$ cat config.mk
export PLATFORM = sky130hd
export DESIGN_NAME = multiplier_module
export DESIGN_NICKNAME = d
export VERILOG_FILES = /design/src/rtl/multiplier_pkg.sv /design/src/rtl/multiplier_module_shift_add_datapath.sv /design/src/rtl/multiplier_module.sv
export SDC_FILE = /design/constraint.sdc
export NUM_CORES = 1
export LEC_CHECK = 0
export CORE_UTILIZATION = 45
export CTS_BUF_LIST = sky130_fd_sc_hd__clkbuf_4 sky130_fd_sc_hd__clkbuf_8
export DETAILED_ROUTE_END_ITERATION = 6
export PLACE_DENSITY = 0.74
export SKIP_CTS_REPAIR_TIMING = 1
export SYNTH_ARGS = -nofsm -noshare
export SYNTH_HDL_FRONTEND = slang
export SYNTH_HIERARCHICAL = 1
export SYNTH_SLANG_ARGS = --single-unit
$ cat constraint.sdc
create_clock -name clk -period 5 [get_ports clk]
set_input_delay 0.5 -clock clk [delete_from_list [all_inputs] [get_ports clk]]
set_output_delay 0.5 -clock clk [all_outputs]
set_load 0.02 [all_outputs]
$ cat src/rtl/multiplier_pkg.sv
// Shared definitions for the shift-add multiplier.
//   state_t          : control FSM state encoding
//   DEF_DATA_WIDTH   : default operand width
//   DEF_FRAC_BITS    : default operand fraction bits (Q12.4 in, Q24.8 out)
package multiplier_pkg;

  localparam int DEF_DATA_WIDTH = 16;
  localparam int DEF_FRAC_BITS  = 4;

  // Each strobe is a dedicated state bit, so decoding rd/wr is a plain flop
  // output and cannot glitch during state transitions.
  typedef enum logic [2:0] {
    IDLE    = 3'b000,
    READ    = 3'b001,
    WRITE   = 3'b010,
    COMPUTE = 3'b100
  } state_t;

endpackage

$ cat src/rtl/multiplier_module_shift_add_datapath.sv
// Iterative shift-add datapath: one multiplier bit per step, LSB first.
//   clk, reset_n : clock, async active-low reset
//   i_load       : latch operands and clear accumulator / counter
//   i_step       : process one multiplier bit
//   i_mcand      : multiplicand
//   i_mplier     : multiplier
//   o_last       : current step is the final one
//   o_product    : registered product, updated on the final step only
module shift_add_datapath
  import multiplier_pkg::*;
#(
  parameter int DATA_WIDTH = DEF_DATA_WIDTH
) (
  input  logic                    clk,
  input  logic                    reset_n,
  input  logic                    i_load,
  input  logic                    i_step,
  input  logic [DATA_WIDTH-1:0]   i_mcand,
  input  logic [DATA_WIDTH-1:0]   i_mplier,
  output logic                    o_last,
  output logic [2*DATA_WIDTH-1:0] o_product
);

  localparam int CW = $clog2(DATA_WIDTH + 1);

  logic [2*DATA_WIDTH-1:0] r_acc;
  logic [2*DATA_WIDTH-1:0] r_mcand;
  logic [DATA_WIDTH-1:0]   r_mplier;
  logic [CW-1:0]           r_cnt;
  logic [2*DATA_WIDTH-1:0] r_product;

  logic [2*DATA_WIDTH-1:0] w_addend;
  logic [2*DATA_WIDTH-1:0] w_sum;

  assign w_addend = r_mplier[0] ? r_mcand : '0;
  assign w_sum    = r_acc + w_addend;
  assign o_last   = (r_cnt == CW'(DATA_WIDTH - 1));

  always_ff @(posedge clk or negedge reset_n) begin
    if (!reset_n) begin
      r_acc     <= '0;
      r_mcand   <= '0;
      r_mplier  <= '0;
      r_cnt     <= '0;
      r_product <= '0;
    end else if (i_load) begin
      r_acc    <= '0;
      r_mcand  <= {{DATA_WIDTH{1'b0}}, i_mcand};
      r_mplier <= i_mplier;
      r_cnt    <= '0;
    end else if (i_step) begin
      r_acc    <= w_sum;
      r_mcand  <= r_mcand << 1;
      r_mplier <= r_mplier >> 1;
      r_cnt    <= r_cnt + CW'(1);
      // Publish the finished sum directly so the product is visible on the
      // same edge that enters WRITE.
      if (o_last) r_product <= w_sum;
    end
  end

  assign o_product = r_product;

endmodule

$ cat src/rtl/multiplier_module.sv
// Unsigned fixed-point multiplier (QI.F x QI.F -> Q2I.2F), one product per
// DATA_WIDTH+2 cycles: READ (1) + COMPUTE (DATA_WIDTH) + WRITE (1).
//   clk      : clock
//   reset_n  : async active-low reset, aborts any operation in flight
//   entry_1  : multiplicand, sampled only while rd=1
//   entry_2  : multiplier, sampled only while rd=1
//   rd       : upstream read strobe (one cycle, READ state)
//   wr       : downstream write strobe (one cycle, WRITE state)
//   output_1 : registered product, binary point at bit 2*FRAC_BITS
module multiplier_module
  import multiplier_pkg::*;
#(
  parameter int DATA_WIDTH = DEF_DATA_WIDTH,
  parameter int FRAC_BITS  = DEF_FRAC_BITS
) (
  input  logic                    clk,
  input  logic                    reset_n,
  input  logic [DATA_WIDTH-1:0]   entry_1,
  input  logic [DATA_WIDTH-1:0]   entry_2,
  output logic                    rd,
  output logic                    wr,
  output logic [2*DATA_WIDTH-1:0] output_1
);

  // Fraction bits only place the binary point; reject nonsense at elaboration.
  if (FRAC_BITS > DATA_WIDTH) begin : g_frac_range
    $error("FRAC_BITS exceeds DATA_WIDTH");
  end

  state_t r_state;
  state_t w_state_nxt;
  logic   w_last;
  logic   w_step;

  always_ff @(posedge clk or negedge reset_n) begin
    if (!reset_n) r_state <= IDLE;
    else          r_state <= w_state_nxt;
  end

  always_comb begin
    w_state_nxt = r_state;
    case (r_state)
      IDLE:    w_state_nxt = READ;
      READ:    w_state_nxt = COMPUTE;
      COMPUTE: if (w_last) w_state_nxt = WRITE;
      WRITE:   w_state_nxt = READ;
      default: w_state_nxt = IDLE;
    endcase
  end

  always_comb begin
    rd     = r_state[0];
    wr     = r_state[1];
    w_step = r_state[2];
  end

  shift_add_datapath #(.DATA_WIDTH(DATA_WIDTH)) u_dp (
    .clk       (clk),
    .reset_n   (reset_n),
    .i_load    (rd),
    .i_step    (w_step),
    .i_mcand   (entry_1),
    .i_mplier  (entry_2),
    .o_last    (w_last),
    .o_product (output_1)
  );

endmodule

# Yosys cells after proc, flatten, opt, wreduce, memory -nomap -nowiden
# Cells that the tools add are included.
# totals
register_bits,120
latchBits,0
ram_bits,0
rom_bits,0
input_bits,34
out_inout_bits,34
word_cells,29
mem_count,0
# op_classes
n_addsub,2
mul,0
n_div,0
magnitude_cmp,0
n_eq_ne,5
shifts,0
mux,11
bitwise_logic,1
n_reduce_logical,4
# ops
op,n
2-to-1 mux 32 bit,5
adder 32 bit,1
2-to-1 mux 16 bit,2
2-to-1 mux 5 bit,2
case mux 3 bit (3 select lines),1
adder 5 x 1 -> 5 bit (second input constant),1
equality test 5 x 4 -> 1 bit (second input constant),1
equality test 3 x 1 -> 1 bit (second input constant),1
equality test 3 x 2 -> 1 bit (second input constant),1
equality test 3 bit (second input constant),1
logical NOT 3 bit,1
2-to-1 mux 3 bit,1
AND reduction 3 bit,1
!= test 2 x 1 -> 1 bit (second input constant),1
nonzero test 2 bit,1
OR reduction 2 bit,1
inverter 1 bit,1

# Longest topological paths before layout
# depth
word_depth,4
ltp_mapped,13
depth_no_buf,12

# By module
# The synthesis kept the hierarchy.
# by_module_without_submodules
module,instances,cells_each,area_each_um2,seq_area_each_um2
shift_add_datapath,1,719,6710.2,2927.8
multiplier_module,1,8,110.1,75.1

# Worst setup path before layout
# OpenSTA, ideal clock, no wires.
# synth_path
path_kind,reg2reg
start,reg u_dp.r_mplier[0]
end,"reg u_dp.r_product[26], in the netlist u_dp/o_product[26]"
setup_ns,0.133
arrival_ns,2.715
t_required_ns,4.867
path_slack_ns,2.152
path_stages_with_launch,14
n_path_buf,2
synth_period_minus_slack_ns,2.848
path_cell_list,dfrtp_1 clkbuf_1 and2_1 ha_1 buf_6 a211oi_1 nor2_1 or3b_1 a221oi_1 a31o_2 o21bai_1 a21oi_1 xor2_1 o21ai_0
# synth_between
elab_chain_len,2
# synth_rtl
element,line_no,source
"start, declared",multiplier_module_shift_add_datapath.sv:28,logic [DATA_WIDTH-1:0] r_mplier;
"start signal, assigned",multiplier_module_shift_add_datapath.sv:49,r_mplier <= i_mplier;
"start signal, assigned",multiplier_module_shift_add_datapath.sv:54,r_mplier <= r_mplier >> 1;
2-to-1 mux 32 bit,multiplier_module_shift_add_datapath.sv:35,assign w_addend = r_mplier[0] ? r_mcand : '0;
adder 32 bit,multiplier_module_shift_add_datapath.sv:36,assign w_sum = r_acc + w_addend;
"end signal, assigned",multiplier_module_shift_add_datapath.sv:58,if (o_last) r_product <= w_sum;
"end, declared",multiplier_module_shift_add_datapath.sv:30,logic [2*DATA_WIDTH-1:0] r_product;
# Every way passes these cells.
# A chain may end at the register's enable or synchronous reset.

# Worst setup path in the final report
# layout_path
start,reg u_dp.r_mplier[0]
end,reg u_dp.r_acc[20]
# layout_between
elab_chain_len,4
# layout_rtl
element,line_no,source
2-to-1 mux 32 bit,multiplier_module_shift_add_datapath.sv:35,
adder 32 bit,multiplier_module_shift_add_datapath.sv:36,
2-to-1 mux 32 bit,multiplier_module_shift_add_datapath.sv:51,end else if (i_step) begin
2-to-1 mux 32 bit,multiplier_module_shift_add_datapath.sv:46,end else if (i_load) begin
"end signal, assigned",multiplier_module_shift_add_datapath.sv:52,r_acc <= w_sum;
"end, declared",multiplier_module_shift_add_datapath.sv:26,logic [2*DATA_WIDTH-1:0] r_acc;
# Every way passes these cells. The select of a mux whose other input is x is not followed.

==> results_dict.tcl <==
set metrics [dict create \
    antennaDiodeCount 0 \
    num_rows 44 \
    slew_headroom_pct 26.76 \
    drv_slew 0 \
    postRouteAntennaNets 0 \
    cts.clk_slew.worst_paths_ps 70 \
    drt_wl_total_mm 13.85 \
    syn_avg_cell_area_um2 9.381 \
    nFillCells 1331 \
    grt_max_degree 74 \
    hold_class "in2async" \
    synth_nets 795 \
    floorplan.initialDensity_pct 46.57 \
    finalSetupViolCount 0 \
    critPathRequiredTime_ps 5300 \
    rr_worst_depth 12 \
    path_class "reg2reg" \
    finalCritPeriodShare_pct 72.35 \
    synth.cell_area_um2 6820 \
    share_seq_of_total_power_pct 36.7 \
    postLayoutCellArea_um2 7991 \
    tightest_slew_ps 1097 \
    ys_top_cells_by_area "dfrtp_1 (44%), mux2i_1 (7.8%), o21ai_0 (6.2%)" \
    setup.worst_path.end_class "register" \
    numCtsBuffers 17 \
    synthCells 727 \
    tns_ps 0 \
    gr-total-overflow 0 \
    ys_types 59 \
    switching_share_pct 35.35 \
    dieWidth_um 125.1 \
    synth-async-reset-ratio_pct 100.0 \
    hold_viol 0 \
    cts_max_level 4 \
    io_pins 68 \
    worst_slack_ps 1383 \
    drt-initial-drc-count 259 \
    antenna_found_initial 0 \
    switchingPower_mw 1.285 \
    finalCriticalPeriod_ps 3617 \
    rsz0062_at_grt "no" \
    grt_pass1_wl_mm 23.99 \
    r2r-start "u_dp/r_mplier[0]" \
    hpwl_mm 9.470 \
    grtUsageTotal_pct 19.11 \
    seq_area_frac_synth_pct 44.03 \
    maxCapViolCount 0 \
    area_growth_syn_to_layout_pct 17.17 \
    pwr-share-comb_pct 38.8 \
    hold_slack_ps 170.1 \
    yosys_warnings 6 \
    cp_max_fo 33 \
    yosysTopAreaCell "dfrtp_1" \
    internal_power_mw 2.351 \
    vias 5213 \
    synth_edf_count 0 \
    p_leak_nw 3.921 \
    die_area_um2 15650 \
    place_area_um2 7587 \
    core-area_um2 14640 \
    portBuffers 67 \
    powerDensity_nw_per_um2 455.1 \
    clk_latency_ps 440 \
    fmax_mhz 276.4 \
    failed_checks "DRC" \
    nNetsFinal 844 \
    drc 2 \
    synth-seq-cells 120 \
    viasPerCell 5.358 \
    clockPowerShare_pct 24.5 \
    cts_sinks 120 \
    wl_per_cell_um 14.24 \
    cts_tree "done" \
    cts_buffer_depth 2 \
    die_h_um 125.1 \
    crit_arrival_ps 3920 \
    ctsRootBufferMaster "clkbuf_8" \
    grt_pass1_vias 4975 \
    preCtsSetupSlack_ps 1386 \
    dr.pass1.iters 7 \
    skew_ps 11.88 \
    cp-start-kind "register" \
    synthFlopType "dfrtp_1" \
    vdd_drop_max_uv 169.8 \
    drive_gt1_share_pct 6.971 \
    ff2ff_setup_slack_ps 1380 \
    r2r_end "u_dp/r_acc[20]" \
    status "complete, but fails checks" \
    gp_congestion 0.8439 \
    synth_top_area_share_pct 44.03 \
]
[layout by cell type, fill, tap and decap left out, types with 5 or more instances in the layout]
master | Yosys | routed
nor2_1 | 55 | 55
a21o_1 | 12 | 12
a21oi_1 | 31 | 31
o21a_1 | 7 | 7
and2_1 | 33 | 33
dfrtp_1 | 120 | 118
mux2_2 | 6 | 6
clkdlybuf4s50_1 | 0 | 66
xnor2_1 | 18 | 18
a211oi_1 | 9 | 9
mux2i_1 | 53 | 53
nor2b_1 | 19 | 19
buf_4 | 0 | 5
xor2_1 | 12 | 12
clkbuf_8 | 0 | 17
nand3_1 | 10 | 10
nor3_1 | 6 | 6
nand4_1 | 10 | 10
ha_1 | 33 | 33
nand2_1 | 96 | 96
o21bai_1 | 6 | 6
inv_1 | 9 | 9
nand2b_1 | 5 | 5
o21ai_0 | 85 | 85
clkbuf_4 | 0 | 6
[layer usage]
metal	track usage, %	wire length, um	vias to the layer above
met4	5.667	155	0
met3	5.777	705	12
met5	0	0	-
li1	-	-	2649
met2	29.74	6250	113
met1	25.70	6743	2439
[flip-flops by register name (all words and copies together) (netlist names)]
signal and cells:
u_dp/r_mcand 32, u_dp/r_mplier 16, u_dp/r_acc 32, u_dp/r_cnt 5, r_state 3, u_dp/o_product 32
[critical path: stages, from the launching register on]
cell and delay (ps):
dfrtp_1 690, and2_1 300, ha_1 230, fa_1 410, a21oi_1 240, o21ai_2 140
a31oi_1 280, nor3b_1 260, o31ai_1 130, a311oi_1 340, xor2_1 200, o21ai_0 90
nor2b_1 170
[Yosys cell counts (all sizes together), types with 3 or more instances]
master / instances
a21oi: 32
and2: 33
a31oi: 4
inv: 9
nand2b: 5
a21o: 12
nor3: 6
and3: 3
clkbuf: 28
xor2: 12
o21a: 7
dfrtp: 120
buf: 13
nor4: 3
nand3: 11
ha: 33
nand2: 96
nor2: 55
xnor2: 18
o21ai: 88
mux2: 6
o21bai: 6
nor2b: 19
mux2i: 53
nand4: 10
a22oi: 3
a211oi: 12
[power groups by stage]
stage	clock network, mW	registers [mW]	logic, mW
2_1_floorplan	0	1.47	0.799
3_3_place_gp	0	1.34	1.39
3_5_place_dp	0	1.35	1.41
4_1_cts	0.924	1.34	1.41
5_1_grt	0.973	1.36	1.56
6_report	0.892	1.33	1.41
[through the flow]
step                      utilization, %  power, mW  cells
after floorplan                        -      2.268    727
after global placement             51.81      2.734    941
after detailed placement           51.81      2.760    941
after CTS                          54.57      3.675    973
after global routing               54.57      3.902    973
final                              54.57      3.637    973
[worst max path at each step]
| stage | from | to | slack [ps] | cells after the start |
|---|---|---|---|---|
| final | u_dp/r_mplier[0] | u_dp/r_acc[20] | 1380 | 12 |
| after global routing | u_dp/r_mplier[0] | u_dp/o_product[31] | 930 | 11 |
| after CTS | u_dp/r_mplier[0] | u_dp/r_acc[20] | 1370 | 12 |
| after detailed placement | u_dp/r_mplier[0] | u_dp/r_acc[20] | 1390 | 12 |
| after global placement | u_dp/r_mplier[0] | u_dp/o_product[31] | 1500 | 11 |
| after floorplan | u_dp/r_mplier[0] | u_dp/o_product[26] | 2150 | 13 |
[kinds of logic after synthesis]
family	share of synthesized area, %
xor+xnor	4.183
simple gates	17.94
fa+ha+maj	6.348
mux	8.769
buf+inv	2.972
flops	44.03
compound gates	15.76
[area by class of cell]
class / instances / area [um2] / share of cell area (%)
inverters: 9 / 33.78 / 0.4227
clock inverters: 9 / 125.1 / 1.566
multi-input cells: 557 / 3615 / 45.23
flip-flops and latches: 120 / 3010 / 37.67
repair buffers: 71 / 698.2 / 8.737
well taps: 184 / 230.2 / 2.881
clock buffers: 23 / 279.0 / 3.491
(Power assumes the default switching activity.)
